`config.mk`:
```
export PLATFORM = sky130hd
export DESIGN_NAME = pc_gen_flat
export DESIGN_NICKNAME = d
export VERILOG_FILES = /design/src/rtl/pc_pkg.sv /design/src/rtl/pc_gen_if.sv /design/src/rtl/pc_next_sel.sv /design/src/rtl/pc_gen.sv /design/src/flat_wrapper.sv
export SDC_FILE = /design/constraint.sdc
export NUM_CORES = 1
export LEC_CHECK = 0
export CAP_MARGIN = 10
export CORE_ASPECT_RATIO = 0.5
export CORE_MARGIN = 2
export CORE_UTILIZATION = 42
export CTS_CLUSTER_SIZE = 8
export DETAILED_ROUTE_END_ITERATION = 8
export GPL_ROUTABILITY_DRIVEN = 1
export PLACE_DENSITY = 0.78
export RECOVER_POWER = 25
export SYNTH_ARGS = -nofsm -noshare
export SYNTH_HDL_FRONTEND = slang
export SYNTH_SLANG_ARGS = --single-unit
export TNS_END_PERCENT = 1
```
`constraint.sdc`:
```
create_clock -name clk -period 2.3 [get_ports clk]
set_input_delay 0.46 -clock clk [delete_from_list [all_inputs] [get_ports clk]]
set_output_delay 0.46 -clock clk [all_outputs]
set_load 0.005 [all_outputs]
```
`src/rtl/pc_pkg.sv`:
```
// Shared constants for the PC generator: FSM encodings, increments and default vectors.
// Alignment depends on the PC_COMPRESSED_EN build macro.
package pc_pkg;

    typedef logic [1:0] state_t;

    localparam state_t ST_BOOT = 2'd0;
    localparam state_t ST_RUN  = 2'd1;
    localparam state_t ST_TRAP = 2'd2;

    localparam int INC2 = 2;
    localparam int INC4 = 4;

    localparam logic [31:0] DEFAULT_RESET_VEC = 32'h0000_0000;
    localparam logic [31:0] DEFAULT_TRAP_VEC  = 32'h0000_0100;

    // Number of low target bits that must be zero for a legal fetch address
`ifdef PC_COMPRESSED_EN
    localparam int ALIGN = 1;
`else
    localparam int ALIGN = 2;
`endif

endpackage

```
`src/rtl/pc_gen_if.sv`:
```
// Request/response bundle between the pipeline control (master) and the PC generator (slave).
interface pc_gen_if #(
    parameter int XLEN = 32
);
    logic            stall_i;
    logic            branch_taken_i;
    logic [XLEN-1:0] branch_target_i;
    logic            jump_i;
    logic [XLEN-1:0] jump_target_i;
    logic            trap_ret_i;
    logic            inst_is_16_i;
    logic [XLEN-1:0] pc_o;
    logic            pc_valid_o;
    logic [XLEN-1:0] epc_o;
    logic            misalign_o;
    logic            redirect_o;

    modport master (
        output stall_i, branch_taken_i, branch_target_i, jump_i, jump_target_i,
               trap_ret_i, inst_is_16_i,
        input  pc_o, pc_valid_o, epc_o, misalign_o, redirect_o
    );

    modport slave (
        input  stall_i, branch_taken_i, branch_target_i, jump_i, jump_target_i,
               trap_ret_i, inst_is_16_i,
        output pc_o, pc_valid_o, epc_o, misalign_o, redirect_o
    );

endinterface

```
`src/rtl/pc_next_sel.sv`:
```
// Combinational next-PC selection: priority select, sequential increment and target alignment check.
// With PC_COMPRESSED_EN defined the increment follows inst_is_16_i and 2-byte targets are legal.
module pc_next_sel
    import pc_pkg::*;
#(
    parameter int XLEN = 32
) (
    input  logic [XLEN-1:0] pc_i,
    input  logic [XLEN-1:0] epc_i,
    input  logic            stall_i,
    input  logic            branch_taken_i,
    input  logic [XLEN-1:0] branch_target_i,
    input  logic            jump_i,
    input  logic [XLEN-1:0] jump_target_i,
    input  logic            trap_ret_i,
    input  logic            inst_is_16_i,
    output logic [XLEN-1:0] next_pc_o,
    output logic            redirect_o,
    output logic            misalign_o
);

    logic [XLEN-1:0] inc;
    logic [XLEN-1:0] target;

`ifdef PC_COMPRESSED_EN
    assign inc = inst_is_16_i ? XLEN'(INC2) : XLEN'(INC4);
`else
    logic unused_inst_is_16;
    assign unused_inst_is_16 = inst_is_16_i;
    assign inc = XLEN'(INC4);
`endif

    // A redirect request always wins over stall; trap return is never alignment-checked
    always_comb begin
        target     = jump_i ? jump_target_i : branch_target_i;
        next_pc_o  = pc_i + inc;
        redirect_o = 1'b0;
        misalign_o = 1'b0;
        if (trap_ret_i) begin
            next_pc_o  = epc_i;
            redirect_o = 1'b1;
        end else if (jump_i || branch_taken_i) begin
            next_pc_o  = target;
            redirect_o = 1'b1;
            misalign_o = |target[ALIGN-1:0];
        end else if (stall_i) begin
            next_pc_o  = pc_i;
        end
    end

endmodule

```
`src/rtl/pc_gen.sv`:
```
// Program counter generator: BOOT/RUN/TRAP FSM with registered outputs and misaligned-target trap.
// Build macro PC_COMPRESSED_EN enables 2-byte alignment and compressed increments.
module pc_gen
    import pc_pkg::*;
#(
    parameter int              XLEN      = 32,
    parameter logic [XLEN-1:0] RESET_VEC = XLEN'(DEFAULT_RESET_VEC),
    parameter logic [XLEN-1:0] TRAP_VEC  = XLEN'(DEFAULT_TRAP_VEC)
) (
    input  logic      clk,
    input  logic      reset_n,
    pc_gen_if.slave   bus
);

    state_t          state_q, state_d;
    logic [XLEN-1:0] pc_q, pc_d;
    logic [XLEN-1:0] epc_q, epc_d;
    logic            valid_q, valid_d;
    logic            misalign_q, misalign_d;
    logic            redirect_q, redirect_d;

    logic [XLEN-1:0] sel_pc;
    logic            sel_redirect;
    logic            sel_misalign;

    pc_next_sel #(.XLEN(XLEN)) u_next_sel (
        .pc_i            (pc_q),
        .epc_i           (epc_q),
        .stall_i         (bus.stall_i),
        .branch_taken_i  (bus.branch_taken_i),
        .branch_target_i (bus.branch_target_i),
        .jump_i          (bus.jump_i),
        .jump_target_i   (bus.jump_target_i),
        .trap_ret_i      (bus.trap_ret_i),
        .inst_is_16_i    (bus.inst_is_16_i),
        .next_pc_o       (sel_pc),
        .redirect_o      (sel_redirect),
        .misalign_o      (sel_misalign)
    );

    // BOOT and TRAP each last exactly one cycle and leave the PC untouched
    always_comb begin
        state_d    = state_q;
        pc_d       = pc_q;
        epc_d      = epc_q;
        valid_d    = valid_q;
        misalign_d = 1'b0;
        redirect_d = 1'b0;
        case (state_q)
            ST_BOOT: begin
                state_d = ST_RUN;
                valid_d = 1'b1;
            end
            ST_RUN: begin
                pc_d       = sel_pc;
                redirect_d = sel_redirect;
                if (sel_misalign) begin
                    pc_d       = TRAP_VEC;
                    epc_d      = pc_q;
                    misalign_d = 1'b1;
                    state_d    = ST_TRAP;
                    valid_d    = 1'b0;
                end
            end
            ST_TRAP: begin
                state_d = ST_RUN;
                valid_d = 1'b1;
            end
            default: begin
                state_d = ST_BOOT;
                pc_d    = RESET_VEC;
                valid_d = 1'b0;
            end
        endcase
    end

    always_ff @(posedge clk or negedge reset_n) begin
        if (!reset_n) begin
            state_q    <= ST_BOOT;
            pc_q       <= RESET_VEC;
            epc_q      <= '0;
            valid_q    <= 1'b0;
            misalign_q <= 1'b0;
            redirect_q <= 1'b0;
        end else begin
            state_q    <= state_d;
            pc_q       <= pc_d;
            epc_q      <= epc_d;
            valid_q    <= valid_d;
            misalign_q <= misalign_d;
            redirect_q <= redirect_d;
        end
    end

    assign bus.pc_o       = pc_q;
    assign bus.pc_valid_o = valid_q;
    assign bus.epc_o      = epc_q;
    assign bus.misalign_o = misalign_q;
    assign bus.redirect_o = redirect_q;

endmodule

```
`src/flat_wrapper.sv`:
```
// flat-port wrapper written by rule: the top's interface ports become plain ports
module pc_gen_flat import pc_pkg::*;
#(
    parameter int              XLEN      = 32,
    parameter logic [XLEN-1:0] RESET_VEC = XLEN'(DEFAULT_RESET_VEC),
    parameter logic [XLEN-1:0] TRAP_VEC  = XLEN'(DEFAULT_TRAP_VEC)
)
  (clk, reset_n, bus_stall_i, bus_branch_taken_i, bus_branch_target_i, bus_jump_i, bus_jump_target_i, bus_trap_ret_i, bus_inst_is_16_i, bus_pc_o, bus_pc_valid_o, bus_epc_o, bus_misalign_o, bus_redirect_o);
  pc_gen_if #(.XLEN(XLEN)) bus_i ();
  input  logic clk;
  input  logic reset_n;
  input wire logic [$bits(bus_i.stall_i)-1:0] bus_stall_i;
  input wire logic [$bits(bus_i.branch_taken_i)-1:0] bus_branch_taken_i;
  input wire logic [$bits(bus_i.branch_target_i)-1:0] bus_branch_target_i;
  input wire logic [$bits(bus_i.jump_i)-1:0] bus_jump_i;
  input wire logic [$bits(bus_i.jump_target_i)-1:0] bus_jump_target_i;
  input wire logic [$bits(bus_i.trap_ret_i)-1:0] bus_trap_ret_i;
  input wire logic [$bits(bus_i.inst_is_16_i)-1:0] bus_inst_is_16_i;
  output wire logic [$bits(bus_i.pc_o)-1:0] bus_pc_o;
  output wire logic [$bits(bus_i.pc_valid_o)-1:0] bus_pc_valid_o;
  output wire logic [$bits(bus_i.epc_o)-1:0] bus_epc_o;
  output wire logic [$bits(bus_i.misalign_o)-1:0] bus_misalign_o;
  output wire logic [$bits(bus_i.redirect_o)-1:0] bus_redirect_o;
  assign bus_i.stall_i = bus_stall_i;
  assign bus_i.branch_taken_i = bus_branch_taken_i;
  assign bus_i.branch_target_i = bus_branch_target_i;
  assign bus_i.jump_i = bus_jump_i;
  assign bus_i.jump_target_i = bus_jump_target_i;
  assign bus_i.trap_ret_i = bus_trap_ret_i;
  assign bus_i.inst_is_16_i = bus_inst_is_16_i;
  assign bus_pc_o = bus_i.pc_o;
  assign bus_pc_valid_o = bus_i.pc_valid_o;
  assign bus_epc_o = bus_i.epc_o;
  assign bus_misalign_o = bus_i.misalign_o;
  assign bus_redirect_o = bus_i.redirect_o;
  pc_gen #(.XLEN(XLEN), .RESET_VEC(RESET_VEC), .TRAP_VEC(TRAP_VEC)) u_core (.clk(clk), .reset_n(reset_n), .bus(bus_i));
endmodule
```
### Word level (Yosys, flattened, before mapping)

Cells that the tools add are included.

| storage, ports and cells | value |
|---|---|
| output and inout port bits | 67 |
| bits of input ports | 71 |
| bits in latches | 0 |
| register bits | 69 |
| memories kept | 0 |
| bits in writable memories | 0 |
| bits in read-only memories | 0 |

| operators by class | value |
|---|---|
| shift-type cells | 0 |
| divide/modulo/power cells | 0 |
| magnitude comparators | 0 |
| bitwise gates (word level) | 1 |
| $add $sub $neg | 1 |
| equal/unequal tests | 4 |
| muxes and demuxes | 17 |
| multiply operators | 0 |
| reduce and logical (&&, ||, !) cells | 6 |

Operators with widths:

| operator | number |
|---|---|
| 32-bit two-way mux | 5 |
| 32-bit case mux with 2 select lines | 1 |
| 32-bit by 3-bit adder with 32-bit output, second input constant | 1 |
| 1-bit two-way mux | 8 |
| 5-bit by 4-bit != test with 1-bit output, second input constant | 1 |
| 2-bit case mux with 2 select lines | 1 |
| 2-bit AND reduction | 2 |
| 2-bit OR reduction | 2 |
| 2-bit by 1-bit equality test with 1-bit output, second input constant | 1 |
| 2-bit equality test, second input constant | 1 |
| 2-bit zero test | 1 |
| 2-bit two-way mux | 1 |
| 2-bit by 1-bit != test with 1-bit output, second input constant | 1 |
| 1-bit case mux with 2 select lines | 1 |
| 1-bit logical OR | 1 |
| 1-bit NOT | 1 |

### Longest topological paths before layout

Gate-level depths: netlist of run 1.

| logic depth | value |
|---|---|
| depth after elaboration | 6 |
| gate-level depth with buffers | 9 |

### Modules after synthesis

A second synthesis of run 1 with hierarchy kept.

| unflattened totals | value |
|---|---|
| cell total of the unflattened synthesis | 454 |
| area total of the unflattened synthesis | 4,279.1 um^2 |

By module, submodules not included:

| module | cells each | times used | area each (um^2) | sequential area each (um^2) |
|---|---|---|---|---|
| pc_gen | 219 | 1 | 2,675.1 | 1,726.7 |
| pc_next_sel | 235 | 1 | 1,604.0 | 0.0 |

### Least setup slack after synthesis of run 1

No wires, ideal clock.

| timing path | value |
|---|---|
| path kind | register to register |
| start | register u_core.pc_q[2] (netlist: u_core.bus.pc_o[2]) |
| end | register u_core.pc_q[28] (netlist: u_core.bus.pc_o[28]) |
| arrival | 2.162 ns |
| library setup time | 0.126 ns |
| stages on the path, launching flop included | 9 |
| path slack | 0.012 ns |
| path buffers | 1 |
| period minus slack after synthesis | 2.288 ns |
| cells stage by stage | dfrtp_1 -> ha_1 -> nand3_1 -> or4_1 -> buf_2 -> nor4_2 -> xnor2_1 -> a211oi_2 -> a221o_1 |

| on the way | value |
|---|---|
| longest elaborated chain between the ends | 6 |

Ends and longest elaborated chain:

| element | line | RTL |
|---|---|---|
| from (decl) | pc_gen.sv:16 | `logic [XLEN-1:0] pc_q, pc_d;` |
| from (signal assigned) | pc_gen.sv:87 | `pc_q <= pc_d;` |
| 32-bit by 3-bit adder with 32-bit output | pc_next_sel.sv:36 | `next_pc_o = pc_i + inc;` |
| 32-bit two-way mux | pc_next_sel.sv:46 | `end else if (stall_i) begin` |
| 32-bit two-way mux | pc_next_sel.sv:42 | `end else if (jump_i \|\| branch_taken_i) begin` |
| 32-bit two-way mux | pc_next_sel.sv:39 | `if (trap_ret_i) begin` |
| 32-bit two-way mux | pc_gen.sv:57 | `if (sel_misalign) begin` |
| 32-bit case mux with 2 select lines | pc_gen.sv:49 | `case (state_q)` |

Every way passes these cells. The select of a mux whose other input is x is not followed.
A chain may end at the register's enable or synchronous reset.

### Worst setup path in the final report of run 1

Same ends and word-level chain as after synthesis.

==> parameters.txt, run 1 <==
Parameter                              Value

Run status
  Failing checks ... capacitance limit, slew limit
  Result of the run ... finished, violations left

GRT
  Vias in the first global route ... 4140
  Met1 Track Usage GR ... 39.2%
  GRT overflow ... 0
  Gr usage total ... 27.8%
  Busiest layer in global routing ... met2
  Global-route wire length before repair ... 22.2 mm
  Met3 layer usage reported by global route ... 5.61%
  Initial antenna violation count ... 0
  Met2 Usage GRT ... 44.1%
  Pin count of the biggest net entering global routing ... 70

Synth
  Dominant combinational cell family by area after synthesis ... compound AO/OA/AOI/OAI gates
  Avg Inst Size Synth ... 9.11 um^2
  Async set-reset flop share out of synthesis ... 100%
  Share of synthesized area spent on multiplexers ... 9.74%
  Simple-gate portion of the synthesized area ... 17.0%
  Number of flip-flops and latches in the synthesized netlist ... 69
  Yosys warns ... 0
  Number of enable-type register cells in the synthesized netlist ... 0
  Post-synth net total ... 516
  Proportion of synthesized chip area in sequential cells ... 42.7%
  Xor/xnor share of the synthesized area ... 2.81%
  Area fraction in compound gates after synthesis ... 23.2%
  Number of unique standard cell types used by synthesis ... 55
  Most instantiated flip-flop cell in the synthesis netlist ... sky130_fd_sc_hd__dfrtp_1
  Synth Area in Adders ... 0.309%
  Synthesized area ... 4050 um^2
  Cell count after synthesis ... 444

Route
  Routed wire length per instance ... 18.4 um
  First-iteration detailed-routing DRC count ... 401
  Number of remaining DRC errors ... 0
  Via count ... 4338
  Number of iterations in the first detailed-routing pass ... 5
  Via-to-Cell Ratio ... 5.66
  ANT nets after route ... 0
  Total Wirelength ... 14.1 mm

Clock network
  Maximum number of buffers from clock root to sink ... 2
  Clock buffers created by TritonCTS ... 9
  CTS tree ... built
  CTS H-tree lvls ... 3
  Total of hold buffers inserted after clock tree synthesis ... 0
  TritonCTS sink count ... 69
  Clk Latency, worst-skew pair ... 330 ps
  Root Buffer Master ... sky130_fd_sc_hd__clkbuf_16
  Clock-pin transition on the worst setup and hold timing paths ... 50 ps

Finish
  Final #Nets ... 700
  Final-layout fill cell count ... 780
  Post-route insts no fill ... 766
  Synthesis-to-layout area growth ... 55.3%
  Number of antenna cells inserted ... 0
  Share of post-route cells with drive strength above 1 ... 18.4%

Place
  Post-detail-place hpwl ... 10.6 mm
  Count of input and output buffers ... 136
  Placer Congestion ... 0.923
  Count of placed standard cells including taps ... 752

Timing
  Fin crit share ... 94.9%
  Minimum period implied by the final worst setup slack ... 2180 ps
  Hold violation count in the final report ... 0
  RSZ-0062 raised after global routing ... no
  Number of pins with negative max-slew slack in the final report ... 70
  Worst Max-Slew Pin Slew ... 1730 ps
  Highest clock rate ... 458 MHz
  Clock Skews ... 6.46 ps
  Headroom to the max-slew limit ... -15.6%
  Number of endpoints failing setup at the final stage ... 0
  Final total negative setup slack ... 0 ps

Die
  Area of the placeable core ... 9420 um^2
  Number of top-level design ports ... 138
  Effective utilization at floorplan ... 43.0%
  Site Rows ... 25
  Die outline height ... 73.4 um
  Die X ... 143 um
  Die ar. ... 10500 um^2

Critical path
  Maximum fanout along the worst path ... 3
  Critical path data arrival time ... 2390 ps
  Critical Path Start Type ... flip-flop
  Type of the worst setup path ... flip-flop to flip-flop
  Required time reported for the critical path endpoint ... 2510 ps
  Critical Path Sink Type ... flip-flop
  Worst-case reg-to-reg path depth ... 7

Pwr
  Max rail drop VDD ... 510 uV
  Power density relative to cell area ... 1100 nW/um^2
  Leakage power ... 2.67 nW

Flow run
  Count of maximum capacitance violations ... 1

Hold path
  Instance count along the most critical hold path ... 2
  Class of the most critical hold timing path ... flip-flop to flip-flop
==> critical path, stage by stage, from the launching register on <==
cell	delay [ps]
sky130_fd_sc_hd__dfrtp_1	350
sky130_fd_sc_hd__ha_1	210
sky130_fd_sc_hd__nand3_1	120
sky130_fd_sc_hd__or4_4	580
sky130_fd_sc_hd__nor4_2	270
sky130_fd_sc_hd__xnor2_1	170
sky130_fd_sc_hd__a211oi_2	90
sky130_fd_sc_hd__a221o_1	270
==> cell families after synthesis <==
group,count (synthesis)
muxes,36
adders and majority gates,1
xor gates and xnor gates,13
buffers and inverters,45
AOI/OAI and AO/OA,143
DFF,69
and+or+nand+nor,137
==> area by class of cell <==
class	instances	area (um^2)	area share, %
clock inverters	2	35.0	0.558
well taps	135	169	2.69
inverters	15	56.3	0.896
flip-flops and latches	69	1730	27.5
multi-input cells	330	2160	34.3
clock buffers	12	246	3.92
repair buffers	203	1890	30.1
==> metrics by stage <==
| step | cell area, um^2 | worst slack [ps] | util [%] | power, W | hold slack, ps |
|---|---|---|---|---|---|
| 3_3_place_gp | 6010 | -98.6 | 63.9 | 0.00547 | 464 |
| 5_1_grt | 6280 | 7.30 | 66.7 | 0.00732 | 526 |
| 3_5_place_dp | 6010 | -118 | 63.9 | 0.00554 | 476 |
| 6_report | 6280 | 117 | 66.7 | 0.00690 | 484 |
| 4_1_cts | 6290 | 32.3 | 66.9 | 0.00692 | 162 |
| 2_1_floorplan | 4050 | 11.6 | - | 0.00346 | 164 |
==> path summary, 6_finish.rpt <==
kind,startpoint,to,slack (ps)
setup / recovery,u_core.bus.pc_o[2],u_core.bus.pc_o[28],120
hold / removal,u_core.bus.pc_valid_o,u_core.bus.pc_valid_o,480
setup reg to reg,u_core.bus.pc_o[2],u_core.bus.pc_o[28],120
hold reg to reg,u_core.bus.pc_valid_o,u_core.bus.pc_valid_o,480
max in group asynchronous,reset_n,u_core.bus.epc_o[28],590
min in group asynchronous,reset_n,u_core.bus.epc_o[3],640
==> per-layer routing <==
metal  vias up  share of wire (%)
met5         -                  0
met4         0                1.4
met3        21                7.6
met2       179                 46
met1      2113                 45
li1       2025                  -
==> report_power, final <==
part | internal [W] | total [W] | leakage (nW) | switching [W]
combinational | 0.00193 | 0.00327 | 1.63 | 0.00134
sequential | 0.00174 | 0.00228 | 0.901 | 0.000531
clock | 0.000855 | 0.00135 | 0.139 | 0.000498
total | 0.00453 | 0.00690 | 2.67 | 0.00237
==> state kept, by name (all words and copies together) (netlist names) <==
register and cells:
u_core.bus.epc_o 32, u_core.bus.misalign_o 1, u_core.state_q 2, u_core.bus.pc_valid_o 1, u_core.bus.pc_o 32, u_core.bus.redirect_o 1
==> what timing repair did <==
action | in CTS | in global routing
setup buffers | 0 | 0
gates resized for setup | 0 | 1
endpoints found under the setup margin | 0 | 3
endpoints found under the hold margin | 0 | 0
==> Yosys cell counts (all sizes together), types with 4 or more instances <==
library cell	instances	area [um^2]
a21o	4	30.0
a21oi	18	90.1
a221oi	5	43.8
a22oi	5	37.5
a32oi	6	52.6
and2	6	37.5
and3	8	50.1
buf	5	20.0
clkbuf	25	93.8
dfrtp	69	1730
inv	15	56.3
mux2	27	304
mux2i	9	90.1
nand2	51	191
nand2b	6	37.5
nand3	12	72.6
nand4	10	68.8
nor2	22	82.6
nor2b	4	25.0
nor3	6	30.0
nor4	6	50.0
o211ai	5	37.5
o21a	4	30.0
o21ai	50	250
o22ai	14	87.6
o31ai	4	30.0
xnor2	10	87.6
==> cells in the final DEF, fill, tap and decap left out, types with 3 or more instances in the layout <==
cell	n
sky130_fd_sc_hd__inv_1	15
sky130_fd_sc_hd__mux2i_1	9
sky130_fd_sc_hd__nand2_1	51
sky130_fd_sc_hd__a32o_1	3
sky130_fd_sc_hd__a22o_1	3
sky130_fd_sc_hd__a22oi_1	5
sky130_fd_sc_hd__o211ai_1	5
sky130_fd_sc_hd__o22ai_1	14
sky130_fd_sc_hd__nor3_1	6
sky130_fd_sc_hd__nor2b_1	4
sky130_fd_sc_hd__nand2b_1	6
sky130_fd_sc_hd__clkdlybuf4s50_1	135
sky130_fd_sc_hd__dfrtp_1	69
sky130_fd_sc_hd__xnor2_1	10
sky130_fd_sc_hd__clkbuf_16	9
sky130_fd_sc_hd__mux2_2	27
sky130_fd_sc_hd__nand3_1	11
sky130_fd_sc_hd__a221oi_1	5
sky130_fd_sc_hd__o31ai_1	4
sky130_fd_sc_hd__buf_4	63
sky130_fd_sc_hd__a31oi_1	3
sky130_fd_sc_hd__xor2_1	3
sky130_fd_sc_hd__a21oi_1	18
sky130_fd_sc_hd__a32oi_1	6
sky130_fd_sc_hd__o21a_1	4
sky130_fd_sc_hd__o21ai_0	48
sky130_fd_sc_hd__and2_1	6
sky130_fd_sc_hd__buf_12	3
sky130_fd_sc_hd__nor4_1	4
sky130_fd_sc_hd__nand4_1	9
sky130_fd_sc_hd__nor2_1	22
sky130_fd_sc_hd__and3_1	8
sky130_fd_sc_hd__a21o_1	4
No activity file was read; power rests on OpenSTA's default activity.
==> run 2: changes to the inputs <==
--- a/config.mk
+++ b/config.mk
@@ -6,7 +6,7 @@
 export NUM_CORES = 1
 export LEC_CHECK = 0
 export CAP_MARGIN = 10
-export CORE_ASPECT_RATIO = 0.5
+export CORE_ASPECT_RATIO = 1.1
 export CORE_MARGIN = 2
 export CORE_UTILIZATION = 42
 export CTS_CLUSTER_SIZE = 8
==> run 2 against run 1 <==
Against the previous run: the flow still finishes with violations (capacitance limit, slew limit); worst setup slack got worse by 9.1 ps; global-route usage rose by 0.28 points; critical path depth did not move; combinational power decreased by 3%; sequential cell count is the same; non-clock buffer count decreased by 4; die area shrank 0.45%; fmax down 0.42%; routed wire length is 1.0% higher; clock power decreased by 24%; largest cell class unchanged; clock skew is 3.3 ps higher; sequential share of layout area increased by 0.56 points.
==> parameters.txt, run 2 (synthesis gave the netlist of run 1 again) <==
Parameter                              Value

Route
  Number of iterations in the first detailed-routing pass ... 5 (unchanged)
  First-iteration detailed-routing DRC count ... 235 (-41%)
  Via-to-Cell Ratio ... 5.87 (+3.7%)
  Total Wirelength ... 14.3 mm (+1.0%)
  Number of remaining DRC errors ... 0 (unchanged)
  Routed wire length per instance ... 19.1 um (+3.7%)
  ANT nets after route ... 0 (unchanged)
  Via count ... 4382 (+1.0%)

Flow run
  Count of maximum capacitance violations ... 1 (unchanged)

GRT
  Initial antenna violation count ... 0 (unchanged)
  Global-route wire length before repair ... 23.0 mm (+3.7%)
  Vias in the first global route ... 4484 (+8.3%)
  GRT overflow ... 0 (unchanged)
  Gr usage total ... 28.1% (+0.28 points)
  Pin count of the biggest net entering global routing ... 70 (unchanged)

Finish
  Final #Nets ... 696 (-0.57%)
  Number of antenna cells inserted ... 0 (unchanged)
  Share of post-route cells with drive strength above 1 ... 18.4% (+0.058 points)
  Synthesis-to-layout area growth ... 52.2%
  Most common cell after layout, fill and taps aside ... sky130_fd_sc_hd__clkdlybuf4s50_1
  Commonest cells after routing, fill and taps aside ... sky130_fd_sc_hd__clkdlybuf4s50_1 (135), sky130_fd_sc_hd__dfrtp_1 (69), sky130_fd_sc_hd__buf_4 (59)
  Utilization after layout ... 65.9% (-0.88 points)
  Final Cell Area ... 6160 um^2 (-2.0%)

Die
  Die outline height ... 107 um (+46%)
  Die X ... 97.6 um (-32%)
  Site Rows ... 37 (+48%)
  Area of the placeable core ... 9350 um^2 (-0.68%)
  Die ar. ... 10400 um^2 (-0.45%)
  Effective utilization at floorplan ... 43.3% (+0.29 points)
  Number of top-level design ports ... 138 (unchanged)

Critical path
  Critical path data arrival time ... 2440 ps (+50 ps)
  Type of the worst setup path ... flip-flop to flip-flop
  Required time reported for the critical path endpoint ... 2540 ps (+30 ps)
  Critical Path Start Type ... flip-flop
  Critical Path Sink Type ... flip-flop
  Worst-case reg-to-reg path depth ... 7 (unchanged)
  Maximum fanout along the worst path ... 4 (+1)

Clock network
  CTS H-tree lvls ... 3 (unchanged)
  TritonCTS sink count ... 69 (unchanged)
  Post-CTS setup buffers ... 0 (unchanged)
  Maximum number of buffers from clock root to sink ... 2 (unchanged)
  Clock-pin transition on the worst setup and hold timing paths ... 80 ps (+30 ps)
  Total of hold buffers inserted after clock tree synthesis ... 0 (unchanged)
  CTS tree ... built
  Clock buffers created by TritonCTS ... 9 (unchanged)
  Root Buffer Master ... sky130_fd_sc_hd__clkbuf_8
  Clk Latency, worst-skew pair ... 360 ps (+30 ps)
  Count of instances resized after the clock tree is built ... 1 (+1)

Timing
  Headroom to the max-slew limit ... -15.8% (-0.16 points)
  Hold violation count in the final report ... 0 (unchanged)
  Number of pins with negative max-slew slack in the final report ... 70 (unchanged)
  Fin Hold WS ... 493 ps (+8.21 ps)
  Clock Skews ... 9.73 ps (+3.26 ps)
  Minimum period implied by the final worst setup slack ... 2190 ps (+9.13 ps)
  Fin crit share ... 95.3% (+0.40 points)
  Highest clock rate ... 456 MHz (-0.42%)
  Number of endpoints failing setup at the final stage ... 0 (unchanged)
  RSZ-0062 raised after global routing ... no
  Worst Max-Slew Pin Slew ... 1740 ps (+2.47 ps)

Pwr
  Leakage power ... 2.62 nW (-1.8%)
  Portion of total power attributed to sequential cells ... 35.5% (+2.5 points)
  Power density relative to cell area ... 1050 nW/um^2 (-4.0%)
  Max rail drop VDD ... 661 uV (+30%)
  Switching Share ... 36.5% (+2.1 points)
  Switching component of the power ... 0.00237 W (about the same)
  Internal power ... 0.00413 W (-9.0%)
  Clock share of power ... 15.8% (-3.8 points)
  Share of total power in combinational logic ... 48.8% (+1.4 points)

Place
  Cell Area, Placed ... 5960 um^2 (-0.87%)
  Count of input and output buffers ... 136 (unchanged)
  Post-detail-place hpwl ... 10.5 mm (-1.3%)
  Placer Congestion ... 0.886 (-4.0%)

Run status
  Result of the run ... finished, violations left
  Failing checks ... capacitance limit, slew limit

Hold path
  Instance count along the most critical hold path ... 2 (unchanged)
  Class of the most critical hold timing path ... flip-flop to flip-flop
run 2: cell types whose count changed in the layout (fill, tap and decap cells not counted), moves of 2 or more:
cell,delta
sky130_fd_sc_hd__clkbuf_1,-2
sky130_fd_sc_hd__clkbuf_16,-9
sky130_fd_sc_hd__clkbuf_8,+9
sky130_fd_sc_hd__clkinvlp_4,+3
sky130_fd_sc_hd__buf_4,-4
run 2: power groups by stage:
stage	clock, W	combinational [W]	sequential [W]
after floorplan	0	0.00117	0.00230
after global placement	0	0.00308	0.00229
after detailed placement	0	0.00315	0.00232
after CTS	0.00103	0.00317	0.00230
after global routing	0.00108	0.00343	0.00238
final	0.00102	0.00317	0.00230
run 2: layout make-up:
cell class	count	area, um^2
fill	769	3190
multi-input combinational	330	2160
timing repair buffer	199	1860
sequential	69	1730
tap	117	146
clock buffer	10	138
clock inverter	6	62.6
inverter	15	56.3
run 2: final timing paths:
kind / from / end / slack [ps]
worst max register to register: u_core.bus.pc_o[2] / u_core.bus.pc_o[28] / 110
min in group asynchronous: reset_n / u_core.bus.epc_o[7] / 650
worst max-delay path: u_core.bus.pc_o[2] / u_core.bus.pc_o[28] / 110
worst min register to register: u_core.bus.pc_valid_o / u_core.bus.pc_valid_o / 490
max in group asynchronous: reset_n / u_core.bus.pc_o[0] / 620
worst min-delay path: u_core.bus.pc_valid_o / u_core.bus.pc_valid_o / 490
run 2: worst max-delay path, cell delays in order, from the launching register on:
cell and delay [ps]:
sky130_fd_sc_hd__dfrtp_1 360, sky130_fd_sc_hd__ha_1 190, sky130_fd_sc_hd__nand3_1 140, sky130_fd_sc_hd__or4_4 600, sky130_fd_sc_hd__nor4_4 260, sky130_fd_sc_hd__xnor2_1 170
sky130_fd_sc_hd__a211oi_2 100, sky130_fd_sc_hd__a221o_1 260
run 2: metrics by stage:
step	TNS (ps)	total power [W]	setup WS, ps	std cells
after floorplan	0	0.00346	11.6	444
after global placement	-3390	0.00537	-149	730
final	0	0.00650	108	746
after CTS	0	0.00650	74.2	746
after global routing	0	0.00690	10.6	746
after detailed placement	-4220	0.00547	-152	730
run 2: per-layer routing:
metal,wire (um),vias to the layer above,global-route usage [%]
met1,5470,2098,32.4
li1,-,2009,-
met2,7000,226,47.9
met5,0,-,0
met3,1240,49,7.24
met4,573,0,15.1
